<file path="src/rtl/reg_arb_rr.sv">
// Round-robin arbiter with per-requester lock into a single registered output slot.
// A locked owner keeps the grant for up to LOCK_MAX beats, then the grant rotates past it.
module reg_arb_rr #(
  parameter int DATA_WIDTH = 32,
  parameter int REQ_NUM    = 4,
  parameter int LOCK_MAX   = 4
) (
  input  logic                          i_clk,
  input  logic                          i_rst,
  input  logic [REQ_NUM-1:0]            i_req_valid,
  input  logic [REQ_NUM-1:0]            i_req_lock,
  input  logic [REQ_NUM*DATA_WIDTH-1:0] i_req_data,
  output logic [REQ_NUM-1:0]            o_req_ready,
  output logic                          o_valid,
  output logic [DATA_WIDTH-1:0]         o_data,
  output logic [$clog2(REQ_NUM)-1:0]    o_src,
  input  logic                          i_ready,
  output logic                          o_lock
);

  localparam int IW = $clog2(REQ_NUM);

  localparam logic [0:0] ST_IDLE = 1'b0;
  localparam logic [0:0] ST_LOCK = 1'b1;

  logic [0:0]            state_q, state_d;
  logic [IW-1:0]         ptr_q, ptr_d;
  logic [IW-1:0]         owner_q, owner_d;
  logic [7:0]            cnt_q, cnt_d;
  logic                  o_valid_q, o_valid_d;
  logic [DATA_WIDTH-1:0] o_data_q, o_data_d;
  logic [IW-1:0]         o_src_q, o_src_d;

  logic          slot_free;
  logic          win_found;
  logic [IW-1:0] win_idx;
  logic          xfer;

  function automatic logic [IW-1:0] next_idx(input logic [IW-1:0] k);
    return (int'(k) == REQ_NUM - 1) ? '0 : k + 1'b1;
  endfunction

  assign slot_free = !o_valid_q || i_ready;

  // Winner selection: the locked owner only, otherwise first valid from ptr upward.
  always_comb begin
    int idx;
    // NOTE: every combinational output gets a default first so no path infers a latch.
    idx       = 0;
    win_found = 1'b0;
    win_idx   = ptr_q;
    if (state_q == ST_LOCK) begin
      win_found = i_req_valid[owner_q];
      win_idx   = owner_q;
    end else begin
      // Scan farthest-first so the nearest valid requester is the last one written.
      for (int i = REQ_NUM - 1; i >= 0; i--) begin
        idx = int'(ptr_q) + i;
        if (idx >= REQ_NUM) idx = idx - REQ_NUM;
        if (i_req_valid[idx]) begin
          win_found = 1'b1;
          win_idx   = IW'(idx);
        end
      end
    end
  end

  always_comb begin
    o_req_ready = '0;
    if (!i_rst && slot_free && win_found) o_req_ready[win_idx] = 1'b1;
  end

  assign xfer = |o_req_ready;

  always_comb begin
    state_d   = state_q;
    ptr_d     = ptr_q;
    owner_d   = owner_q;
    cnt_d     = cnt_q;
    o_valid_d = o_valid_q;
    o_data_d  = o_data_q;
    o_src_d   = o_src_q;

    if (xfer) begin
      o_valid_d = 1'b1;
      o_data_d  = i_req_data[win_idx*DATA_WIDTH +: DATA_WIDTH];
      o_src_d   = win_idx;
    end else if (i_ready) begin
      o_valid_d = 1'b0;
    end

    if (xfer) begin
      if (state_q == ST_IDLE) begin
        // With LOCK_MAX of 1 the first beat already exhausts the lock.
        if (i_req_lock[win_idx] && LOCK_MAX > 1) begin
          state_d = ST_LOCK;
          owner_d = win_idx;
          cnt_d   = 8'd1;
        end else begin
          ptr_d = next_idx(win_idx);
        end
      end else begin
        if (!i_req_lock[owner_q] || int'(cnt_q) + 1 >= LOCK_MAX) begin
          state_d = ST_IDLE;
          ptr_d   = next_idx(owner_q);
          cnt_d   = 8'd0;
        end else begin
          cnt_d = cnt_q + 8'd1;
        end
      end
    end
  end

  // NOTE: sequential state uses non-blocking assignments so all flops update together.
  // NOTE: the output data register is reset too, because its reset value is observable.
  always_ff @(posedge i_clk) begin
    if (i_rst) begin
      state_q   <= ST_IDLE;
      ptr_q     <= '0;
      owner_q   <= '0;
      cnt_q     <= 8'd0;
      o_valid_q <= 1'b0;
      o_data_q  <= '0;
      o_src_q   <= '0;
    end else begin
      state_q   <= state_d;
      ptr_q     <= ptr_d;
      owner_q   <= owner_d;
      cnt_q     <= cnt_d;
      o_valid_q <= o_valid_d;
      o_data_q  <= o_data_d;
      o_src_q   <= o_src_d;
    end
  end

  assign o_valid = o_valid_q;
  assign o_data  = o_data_q;
  assign o_src   = o_src_q;
  assign o_lock  = (state_q == ST_LOCK);

endmodule

</file>
<file path="config.mk">
export PLATFORM = sky130hd
export DESIGN_NAME = reg_arb_rr
export DESIGN_NICKNAME = d
export VERILOG_FILES = /design/src/rtl/reg_arb_rr.sv
export SDC_FILE = /design/constraint.sdc
export NUM_CORES = 1
export LEC_CHECK = 0
export CORE_ASPECT_RATIO = 0.6
export CORE_UTILIZATION = 45
export DETAILED_ROUTE_END_ITERATION = 10
export DONT_BUFFER_PORTS = 1
export PLACE_DENSITY = 0.62
export SYNTH_ARGS = -nofsm -noshare
export SYNTH_HDL_FRONTEND = slang
export SYNTH_SLANG_ARGS = --single-unit
</file>
<file path="constraint.sdc">
create_clock -name i_clk -period 7.35 [get_ports i_clk]
set_input_delay 1.1025 -clock i_clk [delete_from_list [all_inputs] [get_ports i_clk]]
set_output_delay 1.1025 -clock i_clk [all_outputs]
set_load 0.005 [all_outputs]
</file>
Yosys cells after proc, flatten, opt, wreduce, memory -nomap -nowiden
Index checks and enable logic that the tools add are counted.
{ "word_totals": {"regBits": 48} }
{ "classes": {"add_sub_neg": 11, "magnitude_cmp": 12, "n_eq_ne": 4, "shift": 1, "muxes": 52, "bitwise": 1, "n_reduce_logical": 14} }
{ "op_table": {"columns": ["cell", "count"], "rows": [
  ["32-bit 2-to-1 mux", 8],
  ["32-bit by 4-bit less-than comparator with 1-bit output, second input constant", 4],
  ["128-bit by 8-bit variable part select with 32-bit output", 1],
  ["8-bit 2-to-1 mux", 3],
  ["1-bit 2-to-1 mux", 22],
  ["2-bit 2-to-1 mux", 10],
  ["1-bit binary-select mux with 2-bit select", 7],
  ["3-bit by 3-bit subtractor with 4-bit output, second input constant", 3],
  ["8-bit by 1-bit adder with 9-bit output, second input constant", 1],
  ["3-bit >= comparator, second input constant", 3],
  ["9-bit by 3-bit >= comparator with 1-bit output, second input constant", 1],
  ["8-bit by 1-bit adder with 8-bit output, second input constant", 1],
  ["2-bit by 2-bit adder with 3-bit output, second input constant", 2],
  ["2-bit by 3-bit less-than comparator with 1-bit output, second input constant", 2],
  ["3-bit AND reduction", 2],
  ["2-bit by 1-bit adder with 2-bit output, second input constant", 2],
  ["2-bit by 1-bit equality test with 1-bit output, second input constant", 2],
  ["4-bit 2-to-1 mux", 1],
  ["2-bit nonzero test", 2],
  ["4-bit OR reduction", 1],
  ["2-bit by 3-bit subtractor with 4-bit output, second input constant", 1],
  ["2-bit by 1-bit adder with 3-bit output, second input constant", 1],
  ["2-bit by 3-bit >= comparator with 1-bit output, second input constant", 1],
  ["1-bit logical AND", 3],
  ["8 further kinds", 11]
]} }

Logic depth before layout (Yosys ltp)
{ "logic_depth": {"ltp_word": 19, "mapped_depth": 14, "mapped_depth_nobuf": 11} }

Worst setup path after synthesis
No wires, ideal clock.
{ "synth_path": {"kind": "in2out", "from": "input port i_req_valid[2]", "to": "output port o_req_ready[2]", "arrival_ns": 2.600, "setup_slack_ns": 3.647, "cell_stages": 8, "cell_sequence": "nor2_1 -> a21boi_1 -> o31ai_2 -> buf_2 -> buf_2 -> inv_1 -> ha_1 -> and2_1"} }
{ "synth_between": {"elab_chain_len": 13, "word_cells_on_any_way": 31, "classes_between": "2 x order compare; 27 x mux; 2 x reduce/logical"} }
{ "synth_rtl": {"columns": ["element", "line_no", "source"], "rows": [
  ["start, declared", "10", "input logic [REQ_NUM-1:0] i_req_valid,"],
  ["1-bit binary-select mux with 2-bit select", "60", "if (i_req_valid[idx]) begin"],
  ["1-bit 2-to-1 mux (not written as such) (2 in a row)", "60", null],
  ["2-bit 2-to-1 mux (4 in a row)", "60", null],
  ["2-bit 2-to-1 mux", "52", "if (state_q == ST_LOCK) begin"],
  ["2-bit by 3-bit less-than comparator with 1-bit output (not written as such) / 2-bit by 1-bit >= comparator with 1-bit output (equally long branches)", "70", "if (!i_rst && slot_free && win_found) o_req_ready[win_idx] = 1'b1;"],
  ["1-bit logical AND (not written as such)", "70", null],
  ["1-bit 2-to-1 mux (not written as such)", "70", null],
  ["1-bit demux with 2-bit select", "70", null],
  ["4-bit 2-to-1 mux *", "70", null],
  ["end, declared", "13", "output logic [REQ_NUM-1:0] o_req_ready,"]
]} }
Every way passes the cells marked *; elsewhere a longest branch is shown, timed or not. The select of a mux whose other input is x is not followed.

Final worst setup path
{ "layout_path": {"from": "input port i_req_valid[0]", "to": "output port o_req_ready[3]"} }
Same word-level chain as after synthesis.

==> results.sh <==
export IMPL_finalHoldViolations=0
export IMPL_fp_dieH_um=65.8
export IMPL_tightest_slew_ns=1.08
export IMPL_placed_cell_area_mm2=0.00306
export IMPL_cts_setup_buffers=0
export IMPL_ys_seq_area_frac=0.314
export IMPL_crit_path_end_kind="primary output"
export IMPL_critPathKind="in2out"
export IMPL_worstHoldEndpoint="cnt_q[3]"
export IMPL_synth_seq_cells=48
export IMPL_htree_num_levels=2
export IMPL_cpMaxStageDelayCell="inv_2"
export IMPL_worstReg2RegEnd="cnt_q[0]"
export IMPL_p_per_area_mw_per_mm2=337
export IMPL_gp_congestion=0.796
export IMPL_reg2reg_depth=10
export IMPL_via_per_inst=5.58
export IMPL_initial_core_util=0.483
export IMPL_slowest_delay_ns=0.78
export IMPL_dieWidth_um=108
export IMPL_globalRouteOverflowTotal=0
export IMPL_drv_cap=0
export IMPL_cts_root_buffer_cell="clkbuf_16"
export IMPL_finClkSkew_ns=0.00449
export IMPL_slew_headroom=0.277
export IMPL_cp_arrival_ns=2.80
export IMPL_grt_pass1_wl_um=11400
export IMPL_synth_ff_type="dfxtp_1"
export IMPL_hold_start="cnt_q[3]"
export IMPL_required_ns=6.25
export IMPL_drt_iter0_markers=148
export IMPL_yosys_warnings=0
export IMPL_cts_inserted_buffers=5
export IMPL_fin_cells=514
export IMPL_nFillCells=631
export IMPL_cp_start_kind="input port"
export IMPL_critPathLaunch="i_req_valid[0]"
export IMPL_cts_tree="yes"
export IMPL_timing_final_max_slew_violations=0
export IMPL_port_buffers=0
export IMPL_whs_ns=0.475
export IMPL_synth_edf_count=0
export IMPL_ir_drop_mv=0.139
export IMPL_fp_coreArea_mm2=0.00633
export IMPL_syn_mean_instance_area_um2=6.74
export IMPL_synth_nets=596
export IMPL_hpwl_um=5250
export IMPL_wl_per_cell_um=14.6
export IMPL_postCtsResizedCells=0
export IMPL_worstSkewPairLatency_ns=0.28
export IMPL_clkTransAtPathRegs_ns=0.06
export IMPL_antenna_cells=0
export IMPL_netlist_area_mm2=0.00306
export IMPL_dp_cells=506
export IMPL_ys_types=48
export IMPL_cp_max_fo=68
export IMPL_fp_row_count=22
export IMPL_drive_above_1_share=0.0558
export IMPL_num_vias=2867
export IMPL_synthArstFlopShare=0
export IMPL_area_growth_pct=4.96
export IMPL_tns_ns=0
export IMPL_fin_nets=572
export IMPL_route_detailed_drc=0
export IMPL_final_area_mm2=0.00321
export IMPL_setup_viol=0
export IMPL_max_freq_mhz=256
export IMPL_rsz0062_at_grt="false"
export IMPL_finalCritPeriodShare=0.531
export IMPL_drtPass1Iterations=4
export IMPL_hold_path_class="reg2reg"
export IMPL_antenna_found_initial=0
export IMPL_rrSetupSlack_ns=3.91
export IMPL_postRouteAntennaNets=0
export IMPL_cts_buffer_depth=2
export IMPL_regToRegStartpoint="o_lock"
export IMPL_status="finished clean"
export IMPL_grt_usage=0.205
export IMPL_grt_max_degree=71
export IMPL_finalCriticalPeriod_ns=3.90
export IMPL_io_pins=179
export IMPL_p_leak_uw=0.00122
export IMPL_drt_wl_total_um=7510
export IMPL_clock_sinks=48
export IMPL_grt_pass1_vias=2296
export IMPL_crit_chain="nor2b_1 > o31ai_2 > nand2_2 > inv_2 > ha_1 > and2_1"
export IMPL_die_area_mm2=0.00713
export IMPL_synthCells=453
export IMPL_holdBufCountCts=0
export IMPL_hold_depth=1
layout make-up:
| type | instances | area, um^2 | area share |
|---|---|---|---|
| Timing Repair Buffer | 3 | 22.5 | 0.00702 |
| Tap cell | 84 | 105 | 0.0328 |
| Sequential cell | 48 | 961 | 0.300 |
| Inverter | 6 | 23.8 | 0.00741 |
| Clock inverter | 2 | 10.0 | 0.00312 |
| Clock buffer | 6 | 139 | 0.0433 |
| Multi-Input combinational cell | 365 | 1950 | 0.607 |
cells in the final DEF (no fill, tap or decap), types with 2 or more instances in the layout:
| cell | instances |
|---|---|
| nand3_1 | 33 |
| nor2_1 | 104 |
| mux2i_1 | 5 |
| clkbuf_16 | 5 |
| clkinv_2 | 3 |
| dfxtp_1 | 48 |
| buf_4 | 3 |
| nor3_1 | 3 |
| a21oi_1 | 5 |
| and2_1 | 3 |
| nor3b_1 | 7 |
| a211oi_1 | 2 |
| nand3b_1 | 32 |
| nand2_1 | 68 |
| inv_1 | 4 |
| nand2b_1 | 5 |
| ha_1 | 4 |
| o21ai_1 | 14 |
| o21ai_0 | 53 |
critical path: cells and delay by family:
family,cells,cell delay [ns]
AO/OA/AOI/OAI,1,0.22
AND/OR/NAND/NOR,3,0.36
adder cells (fa/ha/maj),1,0.32
buffers and inverters,1,0.78
power by group:
group	switching [uW]	internal, uW	total (uW)
logic	274	154	428
clock network	90.2	134	224
registers	82.5	347	430
worst max-delay path by stage:
| stage | to | slack, ns | cells past startpoint |
|---|---|---|---|
| finish | o_req_ready[3] | 3.45 | 6 |
| CTS | o_req_ready[3] | 3.43 | 6 |
| detailed placement | cnt_q[0] | 3.35 | 10 |
| floorplan | o_req_ready[2] | 3.65 | 8 |
| global placement | cnt_q[0] | 3.49 | 10 |
| global route | o_req_ready[3] | 3.26 | 6 |
routing by layer:
layer  wire, um  track usage  share of wire
met1       3510        0.278           0.47
met2       3390        0.335           0.45
met3        574       0.0443          0.076
met4         34       0.0456         0.0045
met5          0            0              0
synthesized netlist by cell type (all sizes together) (3+ instances only):
cell type	number	area share
nor2	104	0.13
nand2	69	0.086
o21ai	68	0.11
dfxtp	48	0.31
nand3	33	0.054
nand3b	32	0.079
buf	20	0.029
clkbuf	14	0.017
nor3b	7	0.017
a21oi	6	0.011
inv	5	0.0061
mux2i	5	0.016
nand2b	5	0.010
ha	4	0.016
and2	3	0.0061
nor3	3	0.0049
flip-flops by register name, indices dropped and copies added, names as in the netlist:
name and count:
cnt_q 8, owner_q 2, o_lock 1, o_data 32, o_src 2, ptr_q 2
o_valid 1
through the flow:
| stage | utilization | setup WS (ns) | power [uW] |
|---|---|---|---|
| after floorplan | - | 3.65 | 771 |
| after global placement | 0.483 | 3.49 | 854 |
| after detailed placement | 0.483 | 3.35 | 865 |
| after CTS | 0.507 | 3.43 | 1100 |
| after global routing | 0.507 | 3.26 | 1180 |
| final | 0.507 | 3.45 | 1080 |
logic make-up after synthesis:
logic type,count (synthesis),share of synthesized area
multiplexers,8,0.0360
AND/OR/NAND/NOR,262,0.398
buffers and inverters,40,0.0541
flip-flops,48,0.314
AO/OA/AOI/OAI,90,0.178
XOR/XNOR,1,0.00287
adder cells (fa/ha/maj),4,0.0164
No activity file was read; power rests on OpenSTA's default activity.
